$ cat src/rtl/vga_timing_gen.sv
// ---------------------------------------------------------------------------
// vga_timing_gen
//   VGA raster timing generator (640x480@60 by default) running entirely in
//   the clk_in domain. A clock divider produces a one-cycle pixel enable.
//   Horizontal and vertical counters advance on that enable. Sync, active
//   video and pixel coordinates are registered decodes of the counters.
//
// Ports
//   clk_in       in   board clock
//   rst_n        in   asynchronous active-low reset
//   en           in   run enable; low returns to the frame origin and holds
//   pix_en       out  one-clk_in-cycle pulse per pixel period
//   hsync        out  horizontal sync, SYNC_POL when asserted
//   vsync        out  vertical sync, SYNC_POL when asserted
//   video_on     out  high inside the visible window
//   x, y         out  pixel column/row while video_on, else 0
//   line_start   out  pulse with pix_en when the line restarts at h_cnt 0
//   frame_start  out  pulse with pix_en when the frame restarts at (0,0)
//
// Timing notes
//   pix_en, line_start and frame_start are registered alongside the counter
//   update. In the cycle where pix_en is high, h_cnt/v_cnt already hold the
//   pixel that this pulse starts. The decoded outputs follow one cycle later.
//
//   After reset, or after en has been low, the counters sit at the origin
//   in an "armed" state. The first pixel enable presents pixel (0,0)
//   without advancing the counters, and it carries line_start and
//   frame_start. Every later pulse advances the raster by one pixel. This
//   means a restarted raster always begins with a frame_start at the origin.
// ---------------------------------------------------------------------------
module vga_timing_gen #(
    parameter int CLK_DIV  = 2,
    parameter int H_ACTIVE = 640,
    parameter int H_FP     = 16,
    parameter int H_SYNC   = 96,
    parameter int H_BP     = 48,
    parameter int V_ACTIVE = 480,
    parameter int V_FP     = 10,
    parameter int V_SYNC   = 2,
    parameter int V_BP     = 33,
    parameter bit SYNC_POL = 1'b0
) (
    input  logic       clk_in,
    input  logic       rst_n,
    input  logic       en,
    output logic       pix_en,
    output logic       hsync,
    output logic       vsync,
    output logic       video_on,
    output logic [9:0] x,
    output logic [9:0] y,
    output logic       line_start,
    output logic       frame_start
);

    localparam int H_TOTAL = H_ACTIVE + H_FP + H_SYNC + H_BP;
    localparam int V_TOTAL = V_ACTIVE + V_FP + V_SYNC + V_BP;
    localparam int DIV_W   = (CLK_DIV > 1) ? $clog2(CLK_DIV) : 1;

    localparam logic [DIV_W-1:0] DIV_LAST = DIV_W'(CLK_DIV - 1);
    localparam logic [DIV_W-1:0] DIV_ONE  = DIV_W'(1);

    localparam logic [9:0] H_ACT_END  = 10'(H_ACTIVE);
    localparam logic [9:0] H_SYNC_BEG = 10'(H_ACTIVE + H_FP);
    localparam logic [9:0] H_SYNC_END = 10'(H_ACTIVE + H_FP + H_SYNC);
    localparam logic [9:0] H_LAST     = 10'(H_TOTAL - 1);
    localparam logic [9:0] V_ACT_END  = 10'(V_ACTIVE);
    localparam logic [9:0] V_SYNC_BEG = 10'(V_ACTIVE + V_FP);
    localparam logic [9:0] V_SYNC_END = 10'(V_ACTIVE + V_FP + V_SYNC);
    localparam logic [9:0] V_LAST     = 10'(V_TOTAL - 1);
    localparam logic [9:0] CNT_ONE    = 10'd1;

    // Raster phases. These are decoded from the counters, not stored, so
    // the phase can never disagree with the count.
    typedef enum logic [1:0] {
        H_ST_ACTIVE,
        H_ST_FP,
        H_ST_SYNC,
        H_ST_BP
    } h_state_t;

    typedef enum logic [1:0] {
        V_ST_ACTIVE,
        V_ST_FP,
        V_ST_SYNC,
        V_ST_BP
    } v_state_t;

    // State registers
    logic [DIV_W-1:0] div_reg, div_next;
    logic             armed_reg, armed_next;
    logic [9:0]       h_cnt_reg, h_cnt_next;
    logic [9:0]       v_cnt_reg, v_cnt_next;
    logic             pix_en_reg, pix_en_next;
    logic             line_start_reg, line_start_next;
    logic             frame_start_reg, frame_start_next;
    logic             hsync_reg, hsync_next;
    logic             vsync_reg, vsync_next;
    logic             video_on_reg, video_on_next;
    logic [9:0]       x_reg, x_next;
    logic [9:0]       y_reg, y_next;

    h_state_t h_state;
    v_state_t v_state;
    logic     tick;
    logic     decode_ok;

    // tick is high in the clk_in cycle that ends a pixel period.
    assign tick = en && (div_reg == DIV_LAST);

    // Phase decode of the current counters
    always_comb begin
        h_state = H_ST_BP;
        if (h_cnt_reg < H_ACT_END) begin
            h_state = H_ST_ACTIVE;
        end else if (h_cnt_reg < H_SYNC_BEG) begin
            h_state = H_ST_FP;
        end else if (h_cnt_reg < H_SYNC_END) begin
            h_state = H_ST_SYNC;
        end

        v_state = V_ST_BP;
        if (v_cnt_reg < V_ACT_END) begin
            v_state = V_ST_ACTIVE;
        end else if (v_cnt_reg < V_SYNC_BEG) begin
            v_state = V_ST_FP;
        end else if (v_cnt_reg < V_SYNC_END) begin
            v_state = V_ST_SYNC;
        end
    end

    // Divider, counters and start pulses
    always_comb begin
        div_next         = div_reg;
        armed_next       = armed_reg;
        h_cnt_next       = h_cnt_reg;
        v_cnt_next       = v_cnt_reg;
        pix_en_next      = 1'b0;
        line_start_next  = 1'b0;
        frame_start_next = 1'b0;

        if (!en) begin
            div_next   = '0;
            h_cnt_next = '0;
            v_cnt_next = '0;
            armed_next = 1'b1;
        end else begin
            div_next = (div_reg == DIV_LAST) ? '0 : div_reg + DIV_ONE;
            if (tick) begin
                pix_en_next = 1'b1;
                if (armed_reg) begin
                    // The first pixel after a restart is the origin itself.
                    armed_next       = 1'b0;
                    line_start_next  = 1'b1;
                    frame_start_next = 1'b1;
                end else if (h_cnt_reg == H_LAST) begin
                    h_cnt_next      = '0;
                    line_start_next = 1'b1;
                    if (v_cnt_reg == V_LAST) begin
                        v_cnt_next       = '0;
                        frame_start_next = 1'b1;
                    end else begin
                        v_cnt_next = v_cnt_reg + CNT_ONE;
                    end
                end else begin
                    h_cnt_next = h_cnt_reg + CNT_ONE;
                end
            end
        end
    end

    // Registered output decode. While armed, the counters have not yet
    // presented a pixel, so the outputs stay idle until the first pix_en.
    always_comb begin
        decode_ok     = en && !armed_reg;
        video_on_next = decode_ok && (h_state == H_ST_ACTIVE) &&
                        (v_state == V_ST_ACTIVE);
        x_next        = video_on_next ? h_cnt_reg : '0;
        y_next        = video_on_next ? v_cnt_reg : '0;
        hsync_next    = (decode_ok && (h_state == H_ST_SYNC)) ? SYNC_POL : ~SYNC_POL;
        vsync_next    = (decode_ok && (v_state == V_ST_SYNC)) ? SYNC_POL : ~SYNC_POL;
    end

    always_ff @(posedge clk_in or negedge rst_n) begin
        if (!rst_n) begin
            div_reg         <= '0;
            armed_reg       <= 1'b1;
            h_cnt_reg       <= '0;
            v_cnt_reg       <= '0;
            pix_en_reg      <= 1'b0;
            line_start_reg  <= 1'b0;
            frame_start_reg <= 1'b0;
            hsync_reg       <= ~SYNC_POL;
            vsync_reg       <= ~SYNC_POL;
            video_on_reg    <= 1'b0;
            x_reg           <= '0;
            y_reg           <= '0;
        end else begin
            div_reg         <= div_next;
            armed_reg       <= armed_next;
            h_cnt_reg       <= h_cnt_next;
            v_cnt_reg       <= v_cnt_next;
            pix_en_reg      <= pix_en_next;
            line_start_reg  <= line_start_next;
            frame_start_reg <= frame_start_next;
            hsync_reg       <= hsync_next;
            vsync_reg       <= vsync_next;
            video_on_reg    <= video_on_next;
            x_reg           <= x_next;
            y_reg           <= y_next;
        end
    end

    assign pix_en      = pix_en_reg;
    assign line_start  = line_start_reg;
    assign frame_start = frame_start_reg;
    assign hsync       = hsync_reg;
    assign vsync       = vsync_reg;
    assign video_on    = video_on_reg;
    assign x           = x_reg;
    assign y           = y_reg;

endmodule

$ cat config.mk
export PLATFORM = sky130hd
export DESIGN_NAME = vga_timing_gen
export DESIGN_NICKNAME = d
export VERILOG_FILES = /design/src/rtl/vga_timing_gen.sv
export SDC_FILE = /design/constraint.sdc
export NUM_CORES = 1
export LEC_CHECK = 0
export CAP_MARGIN = 20
export CELL_PAD_IN_SITES_DETAIL_PLACEMENT = 1
export CELL_PAD_IN_SITES_GLOBAL_PLACEMENT = 2
export CORE_UTILIZATION = 32
export DETAILED_ROUTE_END_ITERATION = 10
export PLACE_DENSITY = 0.77
export SLEW_MARGIN = 30
export SYNTH_ARGS = -nofsm -noshare
export SYNTH_HDL_FRONTEND = slang
export SYNTH_SLANG_ARGS = --single-unit
$ cat constraint.sdc
create_clock -name clk_in -period 1.7 [get_ports clk_in]
set_clock_uncertainty 0.05 [all_clocks]
set_input_delay 0.425 -clock clk_in [delete_from_list [all_inputs] [get_ports clk_in]]
set_output_delay 0.425 -clock clk_in [all_outputs]
set_load 0.1 [all_outputs]
# == After elaboration in Yosys (flattened, before gate mapping) ==
# Cells that the tools add are included.
# word_totals
rom_bits,0
latch_bits,0
ff_bits,48
ram_bits,0
memories,0
input_bits,3
# classes
mux,34
n_addsub,3
reduce_logical,11
n_bitwise,0
div_mod_pow,0
n_shift,0
multipliers,0
n_lt_le_gt_ge,6
eq_ne,7
# op_table
op,n
2-to-1 mux 10 bit,11
< comparator 10 bit (second input constant),3
< comparator 10 x 9 -> 1 bit (second input constant),3
adder 10 x 1 -> 10 bit (second input constant),2
== test 10 bit (second input constant),2
2-to-1 mux 1 bit,19
2-to-1 mux 2 bit,4
logical AND 1 bit,6
== test 2 bit (second input constant),2
logical NOT 2 bit,2
!= test 2 x 1 -> 1 bit (second input constant),2
AND reduction 3 bit,1
!= test 2 bit (second input constant),1
AND reduction 2 bit,1
adder 1 bit (second input constant),1
logical NOT 1 bit,1

# == Longest topological paths before layout ==
# Gate-level depths: netlist of the first run.
# logic_depth
depth_word,8
mapped_depth,6
mapped_depth_nobuf,6

# == Worst setup path before layout of the first run ==
# No wires, ideal clock.
# synth_timing
kind,register -> register
from,register h_cnt_reg[0]
to,register v_cnt_reg[8]
n_path_buf,0
synth_period_minus_slack_ps,1623
required_ps,1530
slack_ps,77
t_arrival_ps,1454
setup_time_ps,120
path_stages_with_launch,6
cell_sequence,dfrtp_1 > ha_1 > and4_1 > o2111ai_4 > a32o_1 > a31o_1
# synth_via
elab_chain_cells,3
# synth_lines
item,line,source
start: declaration,92,"logic [9:0] h_cnt_reg, h_cnt_next;"
start signal: assignment,201,h_cnt_reg <= h_cnt_next;
== test 10 bit,156,end else if (h_cnt_reg == H_LAST) begin
!= test 2 x 1 -> 1 bit (no line),-,
AND reduction 3 bit (no line),-,
end signal: assignment,202,v_cnt_reg <= v_cnt_next;
end: declaration,93,"logic [9:0] v_cnt_reg, v_cnt_next;"
# No other way between the ends.
# A chain may end at the register's enable or synchronous reset.

# == Worst setup path in the final report of the first run ==
# layout_timing
from,register v_cnt_reg[0]
to,register v_cnt_reg[7]
# layout_via
elab_chain_cells,6
# layout_lines
item,line,source
adder 10 x 1 -> 10 bit or == test 10 bit (tied branches),"163, 159",
2-to-1 mux 10 bit (*),159,if (v_cnt_reg == V_LAST) begin
2-to-1 mux 10 bit (*),156,
2-to-1 mux 10 bit (*),151,if (armed_reg) begin
2-to-1 mux 10 bit (*),149,if (tick) begin
2-to-1 mux 10 bit (*),142,if (!en) begin
# Mark *: on every way between the ends. The rest lies on a longest branch, timed or not. The select of a mux whose other input is x is not followed.

==> impl_metrics.ini, run 1 <==
[yosys]
ys_seq_area_share_pct = 55.5
ys_ff_latch = 48
netlist.area_leader.share_pct = 51.9
synthArstFlopShare_pct = 100
syn_area_mm2 = 0.00217
synth_common_cells = dfrtp_1 (45), and2_1 (20), nand2_1 (9), nand3_1 (9), nor2_1 (9)
synth_edf_count = 0
synthCells = 191
synth_area_per_cell_um2 = 11.4
synth.area.top_cells = dfrtp_1 (52%), and2_1 (5.8%), dfstp_2 (3.6%)
synth_cell_types = 48
syn-num-nets = 197
synth_most_common_cell = dfrtp_1
synth_ff_type = dfrtp_1
synth_largest_area_cell = dfrtp_1
synth_warnings = 0

[global_route]
grt_pass1_wl_mm = 9.32
antenna_found_initial = 0
grt_pass1_vias = 1737
grt-ovfl-total = 0
grt_max_degree = 35
track_usage_pct = 16.9

[timing]
slew_viol_final = 0
whs_ps = 474
finalCritPeriodShare_pct = 98.1
period_needed_ps = 1670
setup_ws_ps = 31.7
setup_violations = 0
max_freq_mhz = 599
rsz0062_at_grt = true
final_hold_viol_count = 0

[floorplan]
io_pins = 29
dieArea_mm2 = 0.00711
initial_core_util_pct = 33.6
fp.dieW_um = 84.3
die_h_um = 84.3
rows = 29
fp.coreArea_mm2 = 0.00646

[finish]
diodes = 0
drive_gt1_share_pct = 39.6
fin_nets = 261
stdcell_count = 332
syn_to_final_growth_pct = 48.4
utilization_pct = 49.9

[routing]
avgViaCountPerCell = 5.13
drt_wl_total_mm = 5.66
dr.pass1.iters = 9
routedWlPerCell_um = 17.0
drcViolationCount = 5
num_vias = 1704
drt_iter0_markers = 77
antenna_left = 0

[placement]
place_hpwl_mm = 3.92
dp_cells = 322
place_ws_ps = -246
finalWeightedCongestion = 0.785
port-buffer-count = 28

[worst_setup_path]
crit_arrival_ps = 1820
cp_max_fo = 8
r2r-start = v_cnt_reg[0]
required_ps = 1850
crit_path_start = v_cnt_reg[0]
start_kind = flop
cp-end-kind = flop
crit_type = reg -> reg

[worst_hold_path]
hp-class = reg -> reg
min-delay-start = div_reg

[clock_network]
clockRootBuffer = clkbuf_8
clk_latency_ps = 300
cts_tree = yes
h-tree-depth = 2
numCtsBuffers = 5
clock_path_buffers = 2
cts_sinks = 48
clk_pin_slew_ps = 90

[flow_run]
cap_violations = 0

[pwr]
peakVddDrop_uv = 488
power.density_mw_per_mm2 = 719
p_total_mw = 2.32
power.leakage_nw = 1.39

[outcome]
status = complete, but fails checks
violations = DRC
per-layer routing:
layer / part of all wire [%] / up-vias / track usage [%]
met5: 0 / - / 0
met4: 1.0 / 0 / 4.16
met3: 1.9 / 4 / 2.95
met2: 48 / 28 / 27.2
met1: 49 / 866 / 23.8
li1: - / 806 / -
through the flow:
stage	TNS [ps]	instance area, µm²
5_1_grt	-219	3220
3_5_place_dp	-7020	3010
4_1_cts	-9.63	3160
2_1_floorplan	0	2170
6_report	0	3220
3_3_place_gp	-5820	3010
placed cells by master (no fill, tap or decap), types with 2 or more instances in the layout:
cell type / instances
bufinv_16: 2
nand3_1: 8
dfstp_2: 3
o21ai_0: 8
and2_2: 2
a2111oi_2: 2
dfrtp_2: 2
a32o_1: 2
nor2_1: 9
or2_2: 2
a211oi_1: 3
buf_4: 34
nand4_1: 6
a32oi_1: 2
nand2_1: 8
xnor2_1: 6
buf_12: 27
dfrtp_1: 43
o31ai_1: 4
clkbuf_8: 5
inv_1: 5
and3_2: 2
o31ai_2: 2
nand3b_1: 2
o211ai_1: 4
nand2b_1: 2
and2_1: 20
o31a_1: 2
ha_2: 2
and2b_2: 2
or3_1: 2
nor3_1: 3
path summary, 6_finish.rpt:
path	to	slack (ps)	depth (start not counted)
worst max-delay path	v_cnt_reg[7]	30	7
worst min-delay path	div_reg	470	1
worst max register to register	v_cnt_reg[7]	30	7
worst min register to register	div_reg	470	1
max in group asynchronous	vsync	510	3
min in group asynchronous	line_start	520	2
kinds of logic after synthesis:
logic type / Yosys count / synth area share, %
AOI/OAI and AO/OA: 38 / 14.1
xor gates and xnor gates: 6 / 2.42
adders and majority gates: 3 / 1.73
buffers and inverters: 14 / 3.57
DFF: 48 / 55.5
muxes: 1 / 0.461
other: 1 / 0.173
and+or+nand+nor: 80 / 22.0
worst max-delay path: stages, from the launching register on:
cell and delay [ps]:
dfrtp_1 390, inv_1 60, ha_1 200, and4bb_2 260, nand3_1 80, nand4_1 90, buf_4 180, o31ai_2 260
final cells by class:
cell class | count | area, µm²
Inverter | 6 | 22.5
Clock inverter | 2 | 60.1
Sequential cell | 48 | 1210
Clock buffer | 5 | 68.8
Multi-Input combinational cell | 129 | 933
Tap cell | 77 | 96.3
Timing Repair Buffer | 65 | 832
Fill cell | 687 | 3240
repair_timing:
item                                    in CTS  in global routing
setup buffers                                0                  2
pin swaps                                    0                  2
gates cloned                                 0                  0
hold endpoints to repair                    13                  0
endpoints found under the setup margin       9                 12
gates resized for setup                      2                 13
hold buffers                                 1                  0
power breakdown:
part           switching [mW]  internal, mW  total [mW]
sequential             0.0116          1.15        1.17
clock                   0.392         0.579       0.971
combinational           0.115        0.0649       0.180
Power figures use the tool's default switching activity.
==> inputs of run 2 (changes only) <==
--- a/config.mk
+++ b/config.mk
@@ -8,9 +8,10 @@
 export CAP_MARGIN = 20
 export CELL_PAD_IN_SITES_DETAIL_PLACEMENT = 1
 export CELL_PAD_IN_SITES_GLOBAL_PLACEMENT = 2
-export CORE_UTILIZATION = 32
+export CORE_UTILIZATION = 34
+export CTS_BUF_LIST = sky130_fd_sc_hd__clkbuf_2
 export DETAILED_ROUTE_END_ITERATION = 10
-export PLACE_DENSITY = 0.77
+export PLACE_DENSITY = 0.81
 export SLEW_MARGIN = 30
 export SYNTH_ARGS = -nofsm -noshare
 export SYNTH_HDL_FRONTEND = slang
==> run 2 against run 1 <==
Against the previous run:
- the flow now finishes without violations
- register-to-register slack barely moved
- sequential share of layout area increased by 0.66 points
- power down 15%
- final cell count fell by 0.30%
- cell area down 1.9%
- via count is 2.4% higher
- combinational power barely moved
- core utilization rose by 2.5 points
- critical path type is now reg -> out
==> impl_metrics.ini, run 2 (synthesis gave the netlist of run 1 again) <==
[outcome]
status = complete, no violations

[routing]
drcViolationCount = 0
avgViaCountPerCell = 5.27
num_vias = 1745
routedWlPerCell_um = 16.2
antenna_left = 0
drt_wl_total_mm = 5.35
drt_iter0_markers = 77
dr.pass1.iters = 4

[placement]
finalWeightedCongestion = 0.810
place_hpwl_mm = 3.80
port-buffer-count = 28
dp_cells = 317

[clock_network]
h-tree-depth = 2
clk_pin_slew_ps = 260
cts_sinks = 48
cts_tree = yes
clk_latency_ps = 430
clock_path_buffers = 2
numCtsBuffers = 5
clockRootBuffer = clkbuf_2

[timing]
rsz0062_at_grt = true
period_needed_ps = 1690
final_hold_viol_count = 0
whs_ps = 418
slew_viol_final = 0
max_freq_mhz = 590
finalCritPeriodShare_pct = 99.7
setup_violations = 0

[global_route]
track_usage_pct = 17.9
grt_pass1_vias = 1759
antenna_found_initial = 0
grt_max_degree = 49
grt-ovfl-total = 0
grt_pass1_wl_mm = 8.91

[floorplan]
fp.coreArea_mm2 = 0.00603
dieArea_mm2 = 0.00670
initial_core_util_pct = 36.0
die_h_um = 81.9
rows = 28
io_pins = 29
fp.dieW_um = 81.9

[worst_setup_path]
slowest_stage = dfstp_2
crit_arrival_ps = 1220
cp-end-kind = output pin
crit_type = reg -> out
required_ps = 1220
critPathMaxStageDelay_ps = 610
path_buf_inv = 1
path_delay_family = flip-flops
start_kind = flop
crit_chain = buf_12
cp_max_fo = 1

[finish]
stdcell_count = 331
fillers = 637
diodes = 0
fin_nets = 261
mostFrequentLayoutCells = dfrtp_1 (45), buf_4 (32), buf_12 (27), and2_1 (20), nand3_1 (9)
layout_commonest_cell = dfrtp_1
syn_to_final_growth_pct = 45.6
drive_gt1_share_pct = 39.5

[flow_run]
cap_violations = 0

[pwr]
peakVddDrop_uv = 298
power.density_mw_per_mm2 = 625
p_total_mw = 1.97
power.leakage_nw = 1.38

[worst_hold_path]
hp-class = in -> async
==> run 2: cell types whose count changed in the layout (fill, tap and decap cells not counted), moves of 2 or more <==
cell	before	now
clkbuf_2	0	5
clkbuf_8	5	0
o31ai_1	4	1
o31ai_2	2	5
buf_4	34	32
buf_6	1	3
dfrtp_1	43	45
dfrtp_2	2	0
o21ai_0	8	6
o21ai_1	0	2
==> run 2: worst paths after layout <==
path	start	end	slack (ps)	depth (start not counted)
worst max-delay path	vsync	vsync	6	1
worst min-delay path	rst_n	line_start	420	3
worst max register to register	v_cnt_reg[1]	v_cnt_reg[8]	20	7
worst min register to register	div_reg	div_reg	490	1
max in group asynchronous	rst_n	hsync	890	3
min in group clk_in	div_reg	div_reg	490	1
==> run 2: worst reg2reg max path, stage by stage (launching register included) <==
cell and delay, ps:
dfrtp_1 460, inv_2 70, ha_1 130, and4bb_2 260, a31oi_1 80, buf_4 160
a32o_1 200, a31o_1 200
==> run 2: area by class of cell <==
cell class                      count  area [µm²]  area share [%]
Sequential cell                    48        1200            38.2
Multi-Input combinational cell    129         930            29.4
Timing Repair Buffer               65         840            26.6
Tap cell                           75        93.8            2.97
Clock inverter                      3        42.5            1.35
Clock buffer                        5        25.0           0.792
Inverter                            6        22.5           0.713
==> run 2: per-layer routing <==
layer	part of all wire, %	vias to the layer above	track usage, %
met1	45	890	23.4
li1	-	809	-
met2	50	41	28.6
met5	0	-	0
met4	1.3	0	6.84
met3	3.7	5	4.00
==> run 2: where the power goes <==
group          total [mW]  internal [mW]  switching [mW]
combinational       0.178         0.0640           0.114
clock               0.627          0.245           0.382
sequential           1.17           1.16          0.0116
==> run 2: what timing repair did <==
| action | CTS | global route |
|---|---|---|
| resized for setup | 2 | 17 |
| buffers inserted | 0 | 5 |
| pin swaps | 1 | 6 |
| hold buffers | 1 | 0 |
| hold endpoints to repair | 45 | 0 |
| setup endpoints to repair | 8 | 18 |
==> run 2: metrics by stage <==
stage	utilization, %	area [µm²]	setup TNS, ps	setup slack [ps]
floorplan	-	2170	0	76.5
global placement	49.6	2990	-5410	-235
detailed placement	49.6	2990	-6670	-234
CTS	50.9	3070	-11.2	-11.2
global route	52.4	3160	-237	-63.6
finish	52.4	3160	0	5.88
